[src/rtl/writeback_stage_pkg.sv]
// writeback_stage_pkg: shared widths, zero-register address and FIFO entry type for the writeback stage
package writeback_stage_pkg;
  localparam int WB_DATA_W = 64;
  localparam int WB_ADDR_W = 5;
  localparam logic [WB_ADDR_W-1:0] XZR_ADDR = WB_ADDR_W'(31);
  typedef struct packed {
    logic [WB_DATA_W-1:0] data;
    logic [WB_ADDR_W-1:0] dest;
    logic                 regwrite;
  } wb_entry_t;
endpackage

[src/rtl/writeback_stage_fwd_mux.sv]
// wb_fwd_mux: single read-port bypass over the two pending writeback entries, younger entry wins
module wb_fwd_mux
  import writeback_stage_pkg::*;
#(
  parameter int DATA_W = WB_DATA_W,
  parameter int ADDR_W = WB_ADDR_W
) (
  input  logic [ADDR_W-1:0] sa,
  input  logic [DATA_W-1:0] rf,
  input  wb_entry_t         older,
  input  logic              older_v,
  input  wb_entry_t         younger,
  input  logic              younger_v,
  output logic [DATA_W-1:0] fwd
);
  logic hit_o, hit_y;
  assign hit_o = older_v && older.regwrite && older.dest == sa;
  assign hit_y = younger_v && younger.regwrite && younger.dest == sa;
  assign fwd = sa == XZR_ADDR ? '0 : hit_y ? younger.data : hit_o ? older.data : rf;
endmodule

[src/rtl/writeback_stage.sv]
// writeback_stage: 2-entry result FIFO driving the register-file write port; WB_FORWARD_EN adds read bypass
module writeback_stage
  import writeback_stage_pkg::*;
#(
  parameter int DATA_W = WB_DATA_W,
  parameter int ADDR_W = WB_ADDR_W
) (
  input  logic              clock,
  input  logic              reset,
  input  logic              in_valid,
  output logic              in_ready,
  input  logic [DATA_W-1:0] in_alu,
  input  logic [DATA_W-1:0] in_mem,
  input  logic              in_memtoreg,
  input  logic              in_regwrite,
  input  logic [ADDR_W-1:0] in_dest,
  input  logic              hold,
  output logic [DATA_W-1:0] D,
  output logic [ADDR_W-1:0] DA,
  output logic              W,
  input  logic [ADDR_W-1:0] SA,
  input  logic [ADDR_W-1:0] SB,
  input  logic [DATA_W-1:0] A_rf,
  input  logic [DATA_W-1:0] B_rf,
  output logic [DATA_W-1:0] A_fwd,
  output logic [DATA_W-1:0] B_fwd
);
  wb_entry_t ent0, ent1, n0, n1, in_ent, s0;
  logic v0, v1, nv0, nv1, sv0, push, pop;
  assign in_ent = '{data: in_memtoreg ? in_mem : in_alu, dest: in_dest, regwrite: in_regwrite};
  assign in_ready = !v1;
  assign push = in_valid && in_ready;
  assign pop = v0 && !hold;
  // shift on pop first, then drop the new entry into the first free slot
  always_comb begin
    s0 = pop ? ent1 : ent0;
    sv0 = pop ? v1 : v0;
    n0 = push && !sv0 ? in_ent : s0;
    nv0 = sv0 || push;
    n1 = push && sv0 ? in_ent : pop ? '0 : ent1;
    nv1 = push && sv0 ? 1'b1 : pop ? 1'b0 : v1;
  end
  always_ff @(posedge clock or negedge reset)
    if (!reset) begin
      ent0 <= '0;
      ent1 <= '0;
      v0 <= 1'b0;
      v1 <= 1'b0;
    end else begin
      ent0 <= n0;
      ent1 <= n1;
      v0 <= nv0;
      v1 <= nv1;
    end
  assign D = v0 ? ent0.data : '0;
  assign DA = v0 ? ent0.dest : '0;
  assign W = v0 && ent0.regwrite && ent0.dest != XZR_ADDR && !hold;
`ifdef WB_FORWARD_EN
  wb_fwd_mux #(.DATA_W(DATA_W), .ADDR_W(ADDR_W)) u_fwd_a (
    .sa(SA), .rf(A_rf), .older(ent0), .older_v(v0), .younger(ent1), .younger_v(v1), .fwd(A_fwd)
  );
  wb_fwd_mux #(.DATA_W(DATA_W), .ADDR_W(ADDR_W)) u_fwd_b (
    .sa(SB), .rf(B_rf), .older(ent0), .older_v(v0), .younger(ent1), .younger_v(v1), .fwd(B_fwd)
  );
`else
  logic unused_sel;
  assign unused_sel = ^{SA, SB};
  assign A_fwd = A_rf;
  assign B_fwd = B_rf;
`endif
endmodule

[config.mk]
export PLATFORM = sky130hd
export DESIGN_NAME = writeback_stage
export DESIGN_NICKNAME = d
export VERILOG_FILES = /design/src/rtl/writeback_stage_pkg.sv /design/src/rtl/writeback_stage_fwd_mux.sv /design/src/rtl/writeback_stage.sv
export SDC_FILE = /design/constraint.sdc
export NUM_CORES = 1
export LEC_CHECK = 0
export ABC_AREA = 1
export BUFFER_PORTS_ARGS = -buffer_cell sky130_fd_sc_hd__buf_4
export CAP_MARGIN = 5
export CELL_PAD_IN_SITES_DETAIL_PLACEMENT = 0
export CELL_PAD_IN_SITES_GLOBAL_PLACEMENT = 1
export CORE_MARGIN = 10
export CORE_UTILIZATION = 31
export DETAILED_ROUTE_END_ITERATION = 6
export HOLD_SLACK_MARGIN = 0.03
export PLACE_DENSITY = 0.93
export RECOVER_POWER = 50
export SKIP_LAST_GASP = 1
export SLEW_MARGIN = 20
export SYNTH_ARGS = -nofsm -noshare
export SYNTH_HDL_FRONTEND = slang
export SYNTH_HIERARCHICAL = 1
export SYNTH_SLANG_ARGS = --single-unit
[constraint.sdc]
create_clock -name clock -period 2 [get_ports clock]
set_clock_uncertainty 0.15 [all_clocks]
set_input_delay 0.5 -clock clock [delete_from_list [all_inputs] [get_ports clock]]
set_output_delay 0.5 -clock clock [all_outputs]
set_load 0.1 [all_outputs]
# [After elaboration in Yosys (flattened, before gate mapping)]
# Cells that the tools add are included.
# W data, S select, Z words.
[totals] register_bits=142 inputBits=277 output_inout_bits=199 elab_cells=32
[classes] n_eq_ne=1 n_mux=10 reduce_logical=13
[op_table] operator="$mux W70" n=4
[op_table] operator="$mux W64" n=2
[op_table] operator="$logic_and A1 B1 Y1" n=7
[op_table] operator="$mux W5" n=1
[op_table] operator="$ne A5 B5 Y1 const B" n=1
[op_table] operator="$reduce_bool A2 Y1" n=2
[op_table] operator="$logic_not A1 Y1" n=3
[op_table] operator="$mux W1" n=3
[op_table] operator="$logic_or A1 B1 Y1" n=1

# [Logic depth before layout (Yosys ltp)]
# Gate-level depths: netlist of the first run.
[depth] ltp_word=6 depth_mapped=8 ltp_nobuf=6

# [Worst setup path after synthesis of the first run]
# OpenSTA, ideal clock, no wires.
[synth_timing] kind="reg2out" startpoint="reg v0" endpoint="out W" t_arrival_ps=1689 required_time_ps=1350 path_slack_ps=-339 stages_incl_launch_ff=6 path_buffers=2 path_cell_list="dfrtp_1 buf_2 inv_2 nor2_4 clkbuf_1 o211a_1"
[synth_via] elab_chain_cells=3
[synth_lines] element="start, declared" line_no="writeback_stage.sv:29" rtl="logic v0, v1, nv0, nv1, sv0, push, pop;"
[synth_lines] element="start signal, assigned" line_no="writeback_stage.sv:52" rtl="v0 <= nv0;"
[synth_lines] element="$logic_and A1 B1 Y1 (3 in series)" line_no="writeback_stage.sv:57" rtl="assign W = v0 && ent0.regwrite && ent0.dest != XZR_ADDR && !hold;"
[synth_lines] element="end, declared" line_no="writeback_stage.sv:20" rtl="output logic W,"
# No other way between the ends.

# [Worst setup path after layout of the first run]
[layout_timing] startpoint="reg v0" endpoint="out D[13]"
[layout_via] elab_chain_cells=1
[layout_lines] element="$mux W64" line_no="writeback_stage.sv:55" rtl="assign D = v0 ? ent0.data : '0;"
[layout_lines] element="end, declared" line_no="writeback_stage.sv:18" rtl="output logic [DATA_W-1:0] D,"
# No other way between the ends.

==> results of run 1 <==
[metal layers]
layer,routed length (um),share of wire
met1,12300,0.42
met5,0,0
met4,719,0.025
met3,2000,0.068
met2,14200,0.49
[per-stage QoR]
step	setup TNS, ns	total power [mW]	hold WS (ns)	area, um2
floorplan	-0.0203	14.9	0.0544	9420
global placement	0	16.4	0.329	10600
detailed placement	0	16.6	0.324	10600
CTS	-14.23	21.5	0.215	11900
global route	-23.83	23.4	0.213	12300
finish	-15.05	22.1	0.234	12300
[synth_stat cells (all sizes together)]
library cell | instances | area [um2]
nand2 | 543 | 2040
nand3 | 211 | 1060
inv | 208 | 781
buf | 177 | 1200
dfrtp | 142 | 3550
o21ai | 73 | 369
clkbuf | 38 | 143
nor2 | 2 | 17.5
nand4 | 1 | 6.26
o211a | 1 | 10.0
[registers in the layout, indices dropped and copies added (netlist names)]
| register | flops |
|---|---|
| v1 | 1 |
| ent1 | 70 |
| v0 | 1 |
| ent0 | 70 |
[critical path, cell delays in order (launching register included)]
cell and delay (ns):
dfrtp_2 0.47, buf_12 0.17, clkbuf_16 0.17, nand2_4 0.06, clkinvlp_4 0.11, buf_12 0.18
[worst paths after layout]
| path | to | slack (ns) | cells after the start |
|---|---|---|---|
| min | ent1[1] | 0.23 | 3 |
| max | D[13] | -0.24 | 5 |
| max in group asynchronous | ent1[58] | 0.15 | 3 |
| min reg2reg | ent0[54] | 0.36 | 2 |
| min in group asynchronous | ent0[51] | 0.71 | 2 |
| max reg2reg | ent0[9] | -0.12 | 5 |
[final cells by class]
type / count / share of cell area
Clock buffer: 18 / 0.0357
Clock inverter: 14 / 0.0108
Inverter: 208 / 0.0824
Multi-Input combinational cell: 831 / 0.308
Sequential cell: 142 / 0.289
Tap cell: 384 / 0.0391
Timing Repair Buffer: 257 / 0.235
[kinds of logic (layout without fill, tap and decap cells)]
logic type      Yosys count  in the layout  share of synthesized area
compound gates           74             74                     0.0413
buf+inv                 423            497                      0.232
flops                   142            142                      0.387
simple gates            757            757                      0.340
[power groups by stage]
stage | clock, mW | combinational, mW | sequential, mW
after floorplan | 0 | 10.3 | 4.64
after global placement | 0 | 11.6 | 4.81
after detailed placement | 0 | 11.7 | 4.86
after CTS | 3.18 | 13.4 | 4.91
after global routing | 3.32 | 14.9 | 5.15
final | 3.12 | 14.0 | 4.98
[repair_timing]
action | in CTS | in global routing
setup endpoints to repair | 71 | 79
hold buffers | 1 | 0
endpoints found under the hold margin | 38 | 0
setup buffers | 4 | 3
pin swaps | 0 | 1
gates resized for setup | 158 | 64
cloned | 4 | 6
==> report_table.html, run 1 <==
<table>
<tr><th>Metric</th><th>Value</th></tr>
<tr><th colspan="2">Timing</th></tr>
<tr><td>Worst setup margin</td><td>-0.239 ns</td></tr>
<tr><td>Max_slew headroom</td><td>0.223</td></tr>
<tr><td>Max Transition Viols Final</td><td>0</td></tr>
<tr><td>Setup-failing EPs final</td><td>103</td></tr>
<tr><td>Ratio of final minimum period to clock period</td><td>1.12</td></tr>
<tr><td>Slew @ Worst Pin</td><td>1.16 ns</td></tr>
<tr><td>Hold violation count in the final report</td><td>0</td></tr>
<tr><td>Setup repair after global routing missed its margin</td><td>true</td></tr>
<tr><td>Max Clk Rate</td><td>447 MHz</td></tr>
<tr><td>Shortest clock period the worst path allows after layout</td><td>2.24 ns</td></tr>
<tr><th colspan="2">Clock tree</th></tr>
<tr><td>TritonCTS clock tree</td><td>yes</td></tr>
<tr><td>Root Driver</td><td>clkbuf_16</td></tr>
<tr><td>Maximum number of buffers from clock root to sink</td><td>2</td></tr>
<tr><td>Source-to-sink clock delay at the later pin of the worst-skew pair</td><td>0.42 ns</td></tr>
<tr><td>Number of H-tree levels</td><td>4</td></tr>
<tr><td>Count of clock tree sinks</td><td>142</td></tr>
<tr><td>TritonCTS Buffers</td><td>17</td></tr>
<tr><td>Clk pin slew, worst setup/hold paths</td><td>0.06 ns</td></tr>
<tr><th colspan="2">Power and ir drop</th></tr>
<tr><td>Leakage component of the power</td><td>6.67 nW</td></tr>
<tr><td>Sequential share of power</td><td>0.225</td></tr>
<tr><td>Switching share of total power</td><td>0.530</td></tr>
<tr><td>Power Dens Cells</td><td>1800 mW/mm2</td></tr>
<tr><td>Worst-case vdd ir drop</td><td>0.00104 V</td></tr>
<tr><td>Power share of the combinational group</td><td>0.634</td></tr>
<tr><td>Clock power frac</td><td>0.141</td></tr>
<tr><td>Reported net switching power</td><td>11.7 mW</td></tr>
<tr><td>Internal power contribution</td><td>10.4 mW</td></tr>
<tr><th colspan="2">Finish</th></tr>
<tr><td>Most common library cell in the layout ignoring fill and taps</td><td>nand2_1</td></tr>
<tr><td>Area growth from synthesis to layout</td><td>33.9%</td></tr>
<tr><td>Fraction of layout instances using a drive strength above 1</td><td>0.267</td></tr>
<tr><td>Top library cells by usage in the layout, fill and taps aside</td><td>nand2_1 (507), nand3_1 (211), buf_4 (155)</td></tr>
<tr><td>Flip-flop and latch area</td><td>0.00356 mm2</td></tr>
<tr><td>Final core utilization</td><td>0.425</td></tr>
<tr><td>Area occupied by multi-input gates</td><td>0.00378 mm2</td></tr>
<tr><td>Finished Layout Cells</td><td>1854</td></tr>
<tr><td>FILL cells</td><td>2947</td></tr>
<tr><td>Nets</td><td>1734</td></tr>
<tr><td>Final antenna diode count</td><td>0</td></tr>
<tr><th colspan="2">Global routing</th></tr>
<tr><td>Maximum number of pins on one net before global-route repair</td><td>74</td></tr>
<tr><td>Global routing's busiest layer</td><td>met2</td></tr>
<tr><td>Vias in the first global route</td><td>8386</td></tr>
<tr><td>Overflow left after global routing</td><td>0</td></tr>
<tr><td>Global-route wire length before repair</td><td>45000 um</td></tr>
<tr><td>Gr usage total</td><td>0.151</td></tr>
<tr><td>Global routing usage on met2</td><td>0.254</td></tr>
<tr><td>Met1 usage in global routing</td><td>0.182</td></tr>
<tr><td>M3 GR Usage</td><td>0.0395</td></tr>
<tr><td>Number of antenna violations at the first check in global routing</td><td>0</td></tr>
<tr><th colspan="2">Detailed routing</th></tr>
<tr><td>Violation count after the first detailed-routing iteration</td><td>517</td></tr>
<tr><td>Number of optimization iterations in the first detailed-route pass</td><td>5</td></tr>
<tr><td>Final routed wirelength across all metal layers</td><td>29300 um</td></tr>
<tr><td>DRC violation count after routing</td><td>0</td></tr>
<tr><td>Via Count</td><td>8364</td></tr>
<tr><td>Number of antenna-violating nets in the routed design</td><td>0</td></tr>
<tr><td>Drt wl/cell</td><td>15.8 um</td></tr>
<tr><td>Via-to-Cell Ratio</td><td>4.51</td></tr>
<tr><th colspan="2">Worst setup path</th></tr>
<tr><td>Critical R2R Launch</td><td>v1</td></tr>
<tr><td>Critical Path Source Type</td><td>flop</td></tr>
<tr><td>Type of the worst setup path</td><td>flop to output pin</td></tr>
<tr><td>Worst Setup SP</td><td>v0</td></tr>
<tr><td>Critical path data required time</td><td>1.35 ns</td></tr>
<tr><td>Critical path arrival</td><td>1.59 ns</td></tr>
<tr><td>Sort of element at the end of the critical path</td><td>output pin</td></tr>
<tr><td>Critical Path Fanout Max</td><td>5</td></tr>
<tr><th colspan="2">Logic synthesis</th></tr>
<tr><td>Number of distinct library cells after synthesis</td><td>17</td></tr>
<tr><td>Mapped Cells</td><td>1396</td></tr>
<tr><td>Register area share after synthesis</td><td>0.387</td></tr>
<tr><td>Flop and latch count out of synthesis</td><td>142</td></tr>
<tr><td>Mapped Avg Cell Area</td><td>6.57 um2</td></tr>
<tr><td>Net Count, Synth</td><td>1673</td></tr>
<tr><td>Yosys warning total</td><td>6</td></tr>
<tr><td>Mapped cell area</td><td>0.00918 mm2</td></tr>
<tr><th colspan="2">Placement</th></tr>
<tr><td>Post-Place Worst Slack</td><td>0.0598 ns</td></tr>
<tr><td>Global placer's final weighted congestion</td><td>0.759</td></tr>
<tr><td>Placed wire-length estimate after detailed placement</td><td>19000 um</td></tr>
<tr><td>Placed instance count</td><td>1804</td></tr>
<tr><td>Port-buffer cells</td><td>209</td></tr>
<tr><th colspan="2">Run</th></tr>
<tr><td>Max-capacitance violation count</td><td>0</td></tr>
<tr><th colspan="2">Status</th></tr>
<tr><td>Result of the run</td><td>finished, violations left</td></tr>
<tr><td>Failing checks</td><td>setup timing</td></tr>
<tr><th colspan="2">Min path</th></tr>
<tr><td>Hold_sp</td><td>in_dest[0]</td></tr>
<tr><td>Path category of the worst min-delay check</td><td>primary input to flop</td></tr>
<tr><th colspan="2">Die</th></tr>
<tr><td>Horiz. Die Dim</td><td>192 um</td></tr>
<tr><td>Number of ports placed on the die boundary</td><td>476</td></tr>
<tr><td>DIE AREA</td><td>0.0369 mm2</td></tr>
<tr><td>Initial core utilization</td><td>0.317</td></tr>
<tr><td>Die Y</td><td>192 um</td></tr>
<tr><td>Area of the core</td><td>0.0289 mm2</td></tr>
<tr><td>Placement Rows</td><td>62</td></tr>
</table>
Note: power is estimated with default switching activity, not from simulation.
==> run 2, diff against run 1 <==
--- a/config.mk
+++ b/config.mk
@@ -12,6 +12,7 @@
 export CELL_PAD_IN_SITES_GLOBAL_PLACEMENT = 1
 export CORE_MARGIN = 10
 export CORE_UTILIZATION = 31
+export CTS_BUF_LIST = sky130_fd_sc_hd__clkbuf_16
 export DETAILED_ROUTE_END_ITERATION = 6
 export HOLD_SLACK_MARGIN = 0.03
 export PLACE_DENSITY = 0.93
==> run 2 against run 1 <==
Effect of this change:
- the run still ends with setup timing left
- clock power decreased by 1%
- utilization about the same
- largest power group unchanged
- routed wire length increased by 0.16%
- clock-buffer cell count decreased by 1
- first-iteration DRC count unchanged
- total power decreased by 0.19%
- largest cell class unchanged
- sequential share of layout area about the same
- sequential power about the same
- global-route usage unchanged
- register-to-register slack improved by 0.02 ns
- flip-flop and latch count unchanged
- critical path depth unchanged
==> report_table.html, run 2 (synthesis gave the netlist of run 1 again) <==
<table>
<tr><th>Metric</th><th>Value</th></tr>
<tr><th colspan="2">Timing</th></tr>
<tr><td>Hold violation count in the final report</td><td>0 (unchanged)</td></tr>
<tr><td>Setup-failing EPs final</td><td>102 (-0.97%)</td></tr>
<tr><td>Slew @ Worst Pin</td><td>1.17 ns (+0.00392 ns)</td></tr>
<tr><td>Shortest clock period the worst path allows after layout</td><td>2.24 ns (-0.00401 ns)</td></tr>
<tr><td>Max_slew headroom</td><td>0.221 (-0.00261)</td></tr>
<tr><td>Setup repair after global routing missed its margin</td><td>true</td></tr>
<tr><td>Setup total negative slack</td><td>-14.60 ns (+0.449 ns)</td></tr>
<tr><td>Max Transition Viols Final</td><td>0 (unchanged)</td></tr>
<tr><td>Worst setup margin</td><td>-0.235 ns (+0.00401 ns)</td></tr>
<tr><td>Ratio of final minimum period to clock period</td><td>1.12 (-0.00201)</td></tr>
<tr><td>Max Clk Rate</td><td>447 MHz (+0.18%)</td></tr>
<tr><th colspan="2">Clock tree</th></tr>
<tr><td>TritonCTS Buffers</td><td>17 (unchanged)</td></tr>
<tr><td>Count of clock tree sinks</td><td>142 (unchanged)</td></tr>
<tr><td>Maximum number of buffers from clock root to sink</td><td>2 (unchanged)</td></tr>
<tr><td>Source-to-sink clock delay at the later pin of the worst-skew pair</td><td>0.42 ns (about the same)</td></tr>
<tr><td>Clk pin slew, worst setup/hold paths</td><td>0.07 ns (about the same)</td></tr>
<tr><td>TritonCTS clock tree</td><td>yes</td></tr>
<tr><td>Number of H-tree levels</td><td>4 (unchanged)</td></tr>
<tr><td>Root Driver</td><td>clkbuf_16</td></tr>
<tr><th colspan="2">Power and ir drop</th></tr>
<tr><td>Internal power contribution</td><td>10.4 mW (-0.37%)</td></tr>
<tr><td>Power Dens Cells</td><td>1800 mW/mm2 (-0.11%)</td></tr>
<tr><td>Tot Pwr</td><td>22.1 mW (-0.19%)</td></tr>
<tr><td>Leakage component of the power</td><td>6.67 nW (about the same)</td></tr>
<tr><td>Sequential share of power</td><td>0.226 (about the same)</td></tr>
<tr><td>Switching share of total power</td><td>0.531 (+0.000869)</td></tr>
<tr><td>Clock power frac</td><td>0.140 (about the same)</td></tr>
<tr><td>Reported net switching power</td><td>11.7 mW (about the same)</td></tr>
<tr><td>Worst-case vdd ir drop</td><td>0.00104 V (about the same)</td></tr>
<tr><td>Power share of the combinational group</td><td>0.635 (about the same)</td></tr>
<tr><th colspan="2">Worst setup path</th></tr>
<tr><td>Crit-path leading delay family</td><td>buffers and inverters</td></tr>
<tr><td>Most prevalent standard cell on the critical path</td><td>buf_12</td></tr>
<tr><td>Buffers plus inverters on the worst setup path</td><td>4 (unchanged)</td></tr>
<tr><td>Number of cell instances on the worst register-to-register path</td><td>5 (unchanged)</td></tr>
<tr><td>Critical-path top delay cell</td><td>dfrtp_2</td></tr>
<tr><td>Cell chain of the critical path</td><td>buf_12, clkbuf_16, nand2_4, clkinvlp_4, buf_12</td></tr>
<tr><td>Critical path arrival</td><td>1.59 ns (about the same)</td></tr>
<tr><td>Largest stage delay on the critical path</td><td>0.47 ns (about the same)</td></tr>
<tr><td>Reg-to-reg setup timing slack</td><td>-0.10 ns (+0.02 ns)</td></tr>
<tr><td>Critical Path Source Type</td><td>flop</td></tr>
<tr><td>Critical R2R Launch</td><td>v1</td></tr>
<tr><td>Sort of element at the end of the critical path</td><td>output pin</td></tr>
<tr><td>Type of the worst setup path</td><td>flop to output pin</td></tr>
<tr><td>Terminus of the critical flop-to-flop path</td><td>ent0[50]</td></tr>
<tr><td>Critical path data required time</td><td>1.35 ns (about the same)</td></tr>
<tr><td>Critical Path Fanout Max</td><td>5 (unchanged)</td></tr>
<tr><th colspan="2">Die</th></tr>
<tr><td>Horiz. Die Dim</td><td>192 um (unchanged)</td></tr>
<tr><td>Number of ports placed on the die boundary</td><td>476 (unchanged)</td></tr>
<tr><td>Area of the core</td><td>0.0289 mm2 (unchanged)</td></tr>
<tr><td>Initial core utilization</td><td>0.317 (unchanged)</td></tr>
<tr><td>Placement Rows</td><td>62 (unchanged)</td></tr>
<tr><td>Die Y</td><td>192 um (unchanged)</td></tr>
<tr><td>DIE AREA</td><td>0.0369 mm2 (unchanged)</td></tr>
<tr><th colspan="2">Status</th></tr>
<tr><td>Failing checks</td><td>setup timing</td></tr>
<tr><td>Result of the run</td><td>finished, violations left</td></tr>
<tr><th colspan="2">Detailed routing</th></tr>
<tr><td>Final routed wirelength across all metal layers</td><td>29300 um (+0.16%)</td></tr>
<tr><td>DRC violation count after routing</td><td>0 (unchanged)</td></tr>
<tr><td>Drt wl/cell</td><td>15.8 um (+0.16%)</td></tr>
<tr><td>Number of optimization iterations in the first detailed-route pass</td><td>5 (unchanged)</td></tr>
<tr><td>Number of antenna-violating nets in the routed design</td><td>0 (unchanged)</td></tr>
<tr><td>Via Count</td><td>8338 (-0.31%)</td></tr>
<tr><td>Violation count after the first detailed-routing iteration</td><td>517 (unchanged)</td></tr>
<tr><td>Via-to-Cell Ratio</td><td>4.50 (-0.31%)</td></tr>
<tr><th colspan="2">Finish</th></tr>
<tr><td>Top library cells by usage in the layout, fill and taps aside</td><td>nand2_1 (507), nand3_1 (211), buf_4 (155)</td></tr>
<tr><td>Flip-flop and latch area</td><td>0.00356 mm2 (unchanged)</td></tr>
<tr><td>Area growth from synthesis to layout</td><td>33.8% (about the same)</td></tr>
<tr><td>FILL cells</td><td>2948 (+0.034%)</td></tr>
<tr><td>Top flop regs</td><td>ent0 x70, ent1 x70</td></tr>
<tr><td>Area occupied by multi-input gates</td><td>0.00378 mm2 (unchanged)</td></tr>
<tr><td>Most common library cell in the layout ignoring fill and taps</td><td>nand2_1</td></tr>
<tr><td>Finished Layout Cells</td><td>1854 (unchanged)</td></tr>
<tr><td>Final antenna diode count</td><td>0 (unchanged)</td></tr>
<tr><td>Nets</td><td>1734 (unchanged)</td></tr>
<tr><td>Final cell area excluding filler cells</td><td>0.0123 mm2 (about the same)</td></tr>
<tr><td>Fraction of layout instances using a drive strength above 1</td><td>0.267 (-0.000680)</td></tr>
<tr><th colspan="2">Global routing</th></tr>
<tr><td>Number of antenna violations at the first check in global routing</td><td>0 (unchanged)</td></tr>
<tr><td>Global-route wire length before repair</td><td>45000 um (unchanged)</td></tr>
<tr><td>Overflow left after global routing</td><td>0 (unchanged)</td></tr>
<tr><td>Maximum number of pins on one net before global-route repair</td><td>74 (unchanged)</td></tr>
<tr><td>Gr usage total</td><td>0.151 (unchanged)</td></tr>
<tr><td>Vias in the first global route</td><td>8386 (unchanged)</td></tr>
<tr><th colspan="2">Placement</th></tr>
<tr><td>Placed instance count</td><td>1804 (unchanged)</td></tr>
<tr><td>Placed wire-length estimate after detailed placement</td><td>19000 um (unchanged)</td></tr>
<tr><td>Global placer's final weighted congestion</td><td>0.759 (unchanged)</td></tr>
<tr><td>Port-buffer cells</td><td>209 (unchanged)</td></tr>
<tr><td>Placed cell area</td><td>0.0106 mm2 (unchanged)</td></tr>
<tr><th colspan="2">Run</th></tr>
<tr><td>Max-capacitance violation count</td><td>0 (unchanged)</td></tr>
<tr><th colspan="2">Min path</th></tr>
<tr><td>Hold_sp</td><td>in_dest[0]</td></tr>
<tr><td>End point of the most critical hold path</td><td>ent1[1]</td></tr>
<tr><td>Number of cells on the worst hold path</td><td>3 (unchanged)</td></tr>
<tr><td>Path category of the worst min-delay check</td><td>primary input to flop</td></tr>
</table>
run 2: changes by cell type in the layout (fill, tap and decap cells not counted), sizes merged:
cell | previous run | this run
clkbuf | 23 | 22
clkinv | 9 | 10
run 2: what timing repair did:
item | CTS | global route
hold buffers | 1 | 0
setup buffers | 4 | 3
endpoints found under the setup margin | 71 | 79
hold endpoints to repair | 38 | 0
resized for setup | 158 | 64
pin swaps | 0 | 1
cloned | 4 | 6
run 2: layer usage:
layer  vias up  track usage  share of wire
met5         -            0              0
met4         0       0.0572          0.025
met3        45       0.0395          0.069
met2       275        0.254           0.49
met1      3806        0.182           0.42
li1       4212            -              -
run 2: stage by stage:
stage / hold slack, ns / setup slack [ns] / util
2_1_floorplan: 0.0544 / -0.0203 / -
3_3_place_gp: 0.329 / 0.0890 / 0.365
3_5_place_dp: 0.324 / 0.0598 / 0.365
4_1_cts: 0.215 / -0.245 / 0.411
5_1_grt: 0.213 / -0.299 / 0.424
6_report: 0.233 / -0.235 / 0.424
run 2: worst max-delay path by stage:
stage | cells after the start | end | slack, ns | from
global route | 4 | D[41] | -0.30 | v0
finish | 5 | D[13] | -0.24 | v0
detailed placement | 6 | ent0[50] | 0.06 | hold
global placement | 6 | ent0[69] | 0.09 | hold
CTS | 5 | D[15] | -0.24 | v0
floorplan | 5 | W | -0.02 | v0
run 2: worst min-delay path: cells and delay by family:
kind,cells,cell delay (ns)
AOI/OAI and AO/OA,1,0.08
buffers and inverters,2,0.17
run 2: area by class of cell:
| type | count | area share |
|---|---|---|
| Tap cell | 384 | 0.0391 |
| Timing Repair Buffer | 257 | 0.235 |
| Sequential cell | 142 | 0.290 |
| Multi-Input combinational cell | 831 | 0.308 |
| Inverter | 208 | 0.0824 |
| Clock inverter | 15 | 0.0111 |
| Clock buffer | 17 | 0.0346 |
run 2: power by group through the flow:
stage               Combinational (mW)  Sequential, mW  Clock (mW)
finish                            14.0            4.98        3.08
detailed placement                11.7            4.86           0
CTS                               13.4            4.91        3.14
global placement                  11.6            4.81           0
floorplan                         10.3            4.64           0
global route                      14.9            5.15        3.28
==> run 3, diff against run 2 <==
--- a/config.mk
+++ b/config.mk
@@ -6,20 +6,19 @@
 export NUM_CORES = 1
 export LEC_CHECK = 0
 export ABC_AREA = 1
-export BUFFER_PORTS_ARGS = -buffer_cell sky130_fd_sc_hd__buf_4
 export CAP_MARGIN = 5
 export CELL_PAD_IN_SITES_DETAIL_PLACEMENT = 0
 export CELL_PAD_IN_SITES_GLOBAL_PLACEMENT = 1
-export CORE_MARGIN = 10
-export CORE_UTILIZATION = 31
+export CORE_AREA = 10 10 178 180
 export CTS_BUF_LIST = sky130_fd_sc_hd__clkbuf_16
 export DETAILED_ROUTE_END_ITERATION = 6
+export DIE_AREA = 0 0 188 190
+export DONT_BUFFER_PORTS = 1
 export HOLD_SLACK_MARGIN = 0.03
-export PLACE_DENSITY = 0.93
+export PLACE_DENSITY = 0.75
 export RECOVER_POWER = 50
 export SKIP_LAST_GASP = 1
 export SLEW_MARGIN = 20
 export SYNTH_ARGS = -nofsm -noshare
 export SYNTH_HDL_FRONTEND = slang
-export SYNTH_HIERARCHICAL = 1
 export SYNTH_SLANG_ARGS = --single-unit
==> run 3 against run 2 <==
Effect of this change:
- routed wire length shrank 6.5%
- sequential power barely moved
- final cell count decreased by 8.4%
- fmax increased by 0.51%
- the flow finishes with violations (hold timing, setup timing)
- first-iteration DRC count up 33%
- die area decreased by 3.2%
- utilization decreased by 2.1 points
- non-clock buffer count shrank 155
==> report_table.html, run 3 <==
<table>
<tr><th>Metric</th><th>Value</th></tr>
<tr><th colspan="2">Logic synthesis</th></tr>
<tr><td>Fraction of synthesis flops using an asynchronous set or reset pin</td><td>1.00 (unchanged)</td></tr>
<tr><td>Most numerous cell types in the synthesized netlist</td><td>nand2_1 (543), nand3_1 (211), inv_1 (205)</td></tr>
<tr><td>Most instantiated library cell after synthesis</td><td>nand2_1</td></tr>
<tr><td>Primary flip-flop cell chosen by synthesis mapping</td><td>dfrtp_1</td></tr>
<tr><td>Net Count, Synth</td><td>1673 (unchanged)</td></tr>
<tr><td>Count of flip-flops with a built-in enable after synthesis</td><td>0 (unchanged)</td></tr>
<tr><td>Mapped Cells</td><td>1396 (unchanged)</td></tr>
<tr><td>Mapped cell area</td><td>0.00918 mm2 (unchanged)</td></tr>
<tr><td>Register area share after synthesis</td><td>0.387 (unchanged)</td></tr>
<tr><td>Leading post-synthesis cells by cell area</td><td>dfrtp_1 (39%), nand2_1 (22%), nand3_1 (12%)</td></tr>
<tr><td>Mapped Avg Cell Area</td><td>6.57 um2 (unchanged)</td></tr>
<tr><td>Number of distinct library cells after synthesis</td><td>17 (unchanged)</td></tr>
<tr><td>Yosys warning total</td><td>0 (-6)</td></tr>
<tr><td>Synth area leader</td><td>dfrtp_1</td></tr>
<tr><td>Portion of synthesized cell area occupied by the leading cell type</td><td>0.387 (unchanged)</td></tr>
<tr><td>Flop and latch count out of synthesis</td><td>142 (unchanged)</td></tr>
<tr><th colspan="2">Worst setup path</th></tr>
<tr><td>Critical path data required time</td><td>1.35 ns (about the same)</td></tr>
<tr><td>Terminus of the critical flop-to-flop path</td><td>ent1[28]</td></tr>
<tr><td>Type of the worst setup path</td><td>flop to output pin</td></tr>
<tr><td>Most prevalent standard cell on the critical path</td><td>buf_12</td></tr>
<tr><td>Critical-path top delay cell</td><td>dfrtp_2</td></tr>
<tr><td>Number of cell instances on the worst register-to-register path</td><td>9 (+4)</td></tr>
<tr><td>Sort of element at the end of the critical path</td><td>output pin</td></tr>
<tr><td>Critical path arrival</td><td>1.57 ns (-0.02 ns)</td></tr>
<tr><td>Critical Path Source Type</td><td>flop</td></tr>
<tr><td>Largest stage delay on the critical path</td><td>0.42 ns (-0.05 ns)</td></tr>
<tr><td>Reg-to-reg setup timing slack</td><td>0.13 ns (+0.23 ns)</td></tr>
<tr><td>Buffers plus inverters on the worst setup path</td><td>4 (unchanged)</td></tr>
<tr><td>Critical Path Fanout Max</td><td>7 (+2)</td></tr>
<tr><td>Cell depth of the worst setup path</td><td>5 (unchanged)</td></tr>
<tr><td>Critical R2R Launch</td><td>v0</td></tr>
<tr><td>Cell chain of the critical path</td><td>buf_12, clkbuf_16, nand2_2, clkinvlp_4, buf_12</td></tr>
<tr><td>Crit-path leading delay family</td><td>buffers and inverters</td></tr>
<tr><th colspan="2">Detailed routing</th></tr>
<tr><td>Via Count</td><td>7894 (-5.3%)</td></tr>
<tr><td>Violation count after the first detailed-routing iteration</td><td>690 (+33%)</td></tr>
<tr><td>Number of optimization iterations in the first detailed-route pass</td><td>5 (unchanged)</td></tr>
<tr><td>Final routed wirelength across all metal layers</td><td>27400 um (-6.5%)</td></tr>
<tr><td>Via-to-Cell Ratio</td><td>4.65 (+3.3%)</td></tr>
<tr><td>Number of antenna-violating nets in the routed design</td><td>0 (unchanged)</td></tr>
<tr><td>DRC violation count after routing</td><td>0 (unchanged)</td></tr>
<tr><td>Drt wl/cell</td><td>16.1 um (+2.0%)</td></tr>
<tr><th colspan="2">Placement</th></tr>
<tr><td>Placed instance count</td><td>1657 (-8.1%)</td></tr>
<tr><td>Global placer's final weighted congestion</td><td>0.748 (-1.5%)</td></tr>
<tr><td>Placed wire-length estimate after detailed placement</td><td>17300 um (-9.0%)</td></tr>
<tr><td>Port-buffer cells</td><td>0 (-100%)</td></tr>
<tr><td>Placed cell area</td><td>0.0103 mm2 (-2.5%)</td></tr>
<tr><th colspan="2">Finish</th></tr>
<tr><td>Top library cells by usage in the layout, fill and taps aside</td><td>nand2_1 (482), nand3_1 (211), inv_1 (146)</td></tr>
<tr><td>Final antenna diode count</td><td>0 (unchanged)</td></tr>
<tr><td>Most common library cell in the layout ignoring fill and taps</td><td>nand2_1</td></tr>
<tr><td>Final core utilization</td><td>0.403 (-0.0215)</td></tr>
<tr><td>Final cell area excluding filler cells</td><td>0.0114 mm2 (-7.3%)</td></tr>
<tr><td>Finished Layout Cells</td><td>1699 (-8.4%)</td></tr>
<tr><td>Top flop regs</td><td>ent0 x70, ent1 x70</td></tr>
<tr><td>Fraction of layout instances using a drive strength above 1</td><td>0.200 (-0.0667)</td></tr>
<tr><td>Area growth from synthesis to layout</td><td>24.0%</td></tr>
<tr><td>Nets</td><td>1579 (-8.9%)</td></tr>
<tr><th colspan="2">Die</th></tr>
<tr><td>Placement Rows</td><td>62 (unchanged)</td></tr>
<tr><td>Number of ports placed on the die boundary</td><td>476 (unchanged)</td></tr>
<tr><td>Area of the core</td><td>0.0282 mm2 (-2.4%)</td></tr>
<tr><td>Initial core utilization</td><td>0.325 (+0.00784)</td></tr>
<tr><td>Horiz. Die Dim</td><td>188 um (-2.1%)</td></tr>
<tr><td>Die Y</td><td>190 um (-1.1%)</td></tr>
<tr><td>DIE AREA</td><td>0.0357 mm2 (-3.2%)</td></tr>
<tr><th colspan="2">Clock tree</th></tr>
<tr><td>Clk pin slew, worst setup/hold paths</td><td>0.06 ns (about the same)</td></tr>
<tr><td>TritonCTS clock tree</td><td>yes</td></tr>
<tr><td>Source-to-sink clock delay at the later pin of the worst-skew pair</td><td>0.42 ns (about the same)</td></tr>
<tr><td>Number of H-tree levels</td><td>4 (unchanged)</td></tr>
<tr><td>Root Driver</td><td>clkbuf_16</td></tr>
<tr><td>Count of clock tree sinks</td><td>142 (unchanged)</td></tr>
<tr><td>Maximum number of buffers from clock root to sink</td><td>2 (unchanged)</td></tr>
<tr><td>TritonCTS Buffers</td><td>17 (unchanged)</td></tr>
<tr><th colspan="2">Run</th></tr>
<tr><td>Max-capacitance violation count</td><td>0 (unchanged)</td></tr>
<tr><th colspan="2">Timing</th></tr>
<tr><td>Worst hold slack</td><td>-0.374 ns (-0.607 ns)</td></tr>
<tr><td>Max_slew headroom</td><td>0.696 (+0.475)</td></tr>
<tr><td>Max Clk Rate</td><td>450 MHz (+0.51%)</td></tr>
<tr><td>Slew @ Worst Pin</td><td>0.456 ns (-0.713 ns)</td></tr>
<tr><td>Hold violation count in the final report</td><td>142 (+142)</td></tr>
<tr><td>Ratio of final minimum period to clock period</td><td>1.11 (-0.00567)</td></tr>
<tr><td>Setup-failing EPs final</td><td>70 (-31%)</td></tr>
<tr><td>Setup repair after global routing missed its margin</td><td>true</td></tr>
<tr><td>Worst setup margin</td><td>-0.224 ns (+0.0113 ns)</td></tr>
<tr><td>Max Transition Viols Final</td><td>0 (unchanged)</td></tr>
<tr><td>Shortest clock period the worst path allows after layout</td><td>2.22 ns (-0.0113 ns)</td></tr>
<tr><th colspan="2">Global routing</th></tr>
<tr><td>Gr usage total</td><td>0.149 (-0.00255)</td></tr>
<tr><td>Global-route wire length before repair</td><td>43300 um (-3.7%)</td></tr>
<tr><td>Number of antenna violations at the first check in global routing</td><td>0 (unchanged)</td></tr>
<tr><td>Vias in the first global route</td><td>7769 (-7.4%)</td></tr>
<tr><td>Maximum number of pins on one net before global-route repair</td><td>143 (+93%)</td></tr>
<tr><td>Overflow left after global routing</td><td>0 (unchanged)</td></tr>
<tr><th colspan="2">Power and ir drop</th></tr>
<tr><td>Worst-case vdd ir drop</td><td>0.000749 V (-28%)</td></tr>
<tr><td>Leakage component of the power</td><td>5.94 nW (-11%)</td></tr>
<tr><td>Power Dens Cells</td><td>2000 mW/mm2 (+11%)</td></tr>
<tr><th colspan="2">Status</th></tr>
<tr><td>Result of the run</td><td>finished, violations left</td></tr>
<tr><td>Failing checks</td><td>hold timing, setup timing</td></tr>
<tr><th colspan="2">Min path</th></tr>
<tr><td>Path category of the worst min-delay check</td><td>primary input to asynchronous set/reset pin</td></tr>
</table>
-- run 3: cell counts after synthesis --
No cell type changed its count.
-- run 3: worst max path at each step --
| stage | from | to |
|---|---|---|
| final | v0 | D[20] |
| after global routing | v0 | D[20] |
| after floorplan | v0 | W |
| after detailed placement | hold | ent0[46] |
| after CTS | v0 | D[63] |
| after global placement | hold | ent0[46] |
-- run 3: worst reg2reg max path: cells and delay by family (launching register included) --
kind | cells | cell delay (ns)
flip-flops | 1 | 0.42
AND/OR/NAND/NOR | 2 | 0.21
buffers and inverters | 6 | 0.91
AO/OA/AOI/OAI | 1 | 0.09
-- run 3: report_power, final --
group	internal, mW	switching (mW)
clock network	2.21	1.33
registers	4.12	0.854
logic	4.83	9.41
total	11.2	11.6
-- run 3: through the flow --
step,TNS [ns],worst slack [ns],power [mW]
after floorplan,-0.0203,-0.0203,14.9
after global placement,0,0.187,18.3
after detailed placement,0,0.171,18.4
after CTS,-14.15,-0.225,22.7
after global routing,-16.49,-0.266,24.0
final,-12.61,-0.224,22.7
-- run 3: per-layer routing --
| metal | track usage | vias to the layer above | wire length, um |
|---|---|---|---|
| met3 | 0.0335 | 64 | 1320 |
| met2 | 0.247 | 272 | 13400 |
| met5 | 0 | - | 0 |
| met1 | 0.183 | 3645 | 12100 |
| li1 | - | 3913 | - |
| met4 | 0.0612 | 0 | 652 |
-- run 3: logic make-up (layout without fill, tap and decap cells) --
family                 Yosys count  in the layout  share of synthesized area
flip-flops                     142            142                      0.387
buffers and inverters          423            342                      0.232
AO/OA/AOI/OAI                   74             74                     0.0413
AND/OR/NAND/NOR                757            757                      0.340
-- run 3: final cells by class --
class                           instances  area, um2
Tap cell                              384        480
Multi-Input combinational cell        831       3750
Clock inverter                         15        220
Clock buffer                           17        425
Inverter                              208       1010
Sequential cell                       142       3560
Timing Repair Buffer                  102       1930
Fill cell                            2940      16900
-- run 3: repair_timing --
action                                 4_1_cts  5_1_grt
buffers inserted                             4        1
gates cloned                                 3        2
setup endpoints to repair                   70      109
pin swaps                                    1        1
resized for setup                           67       16
endpoints found under the hold margin      142      142
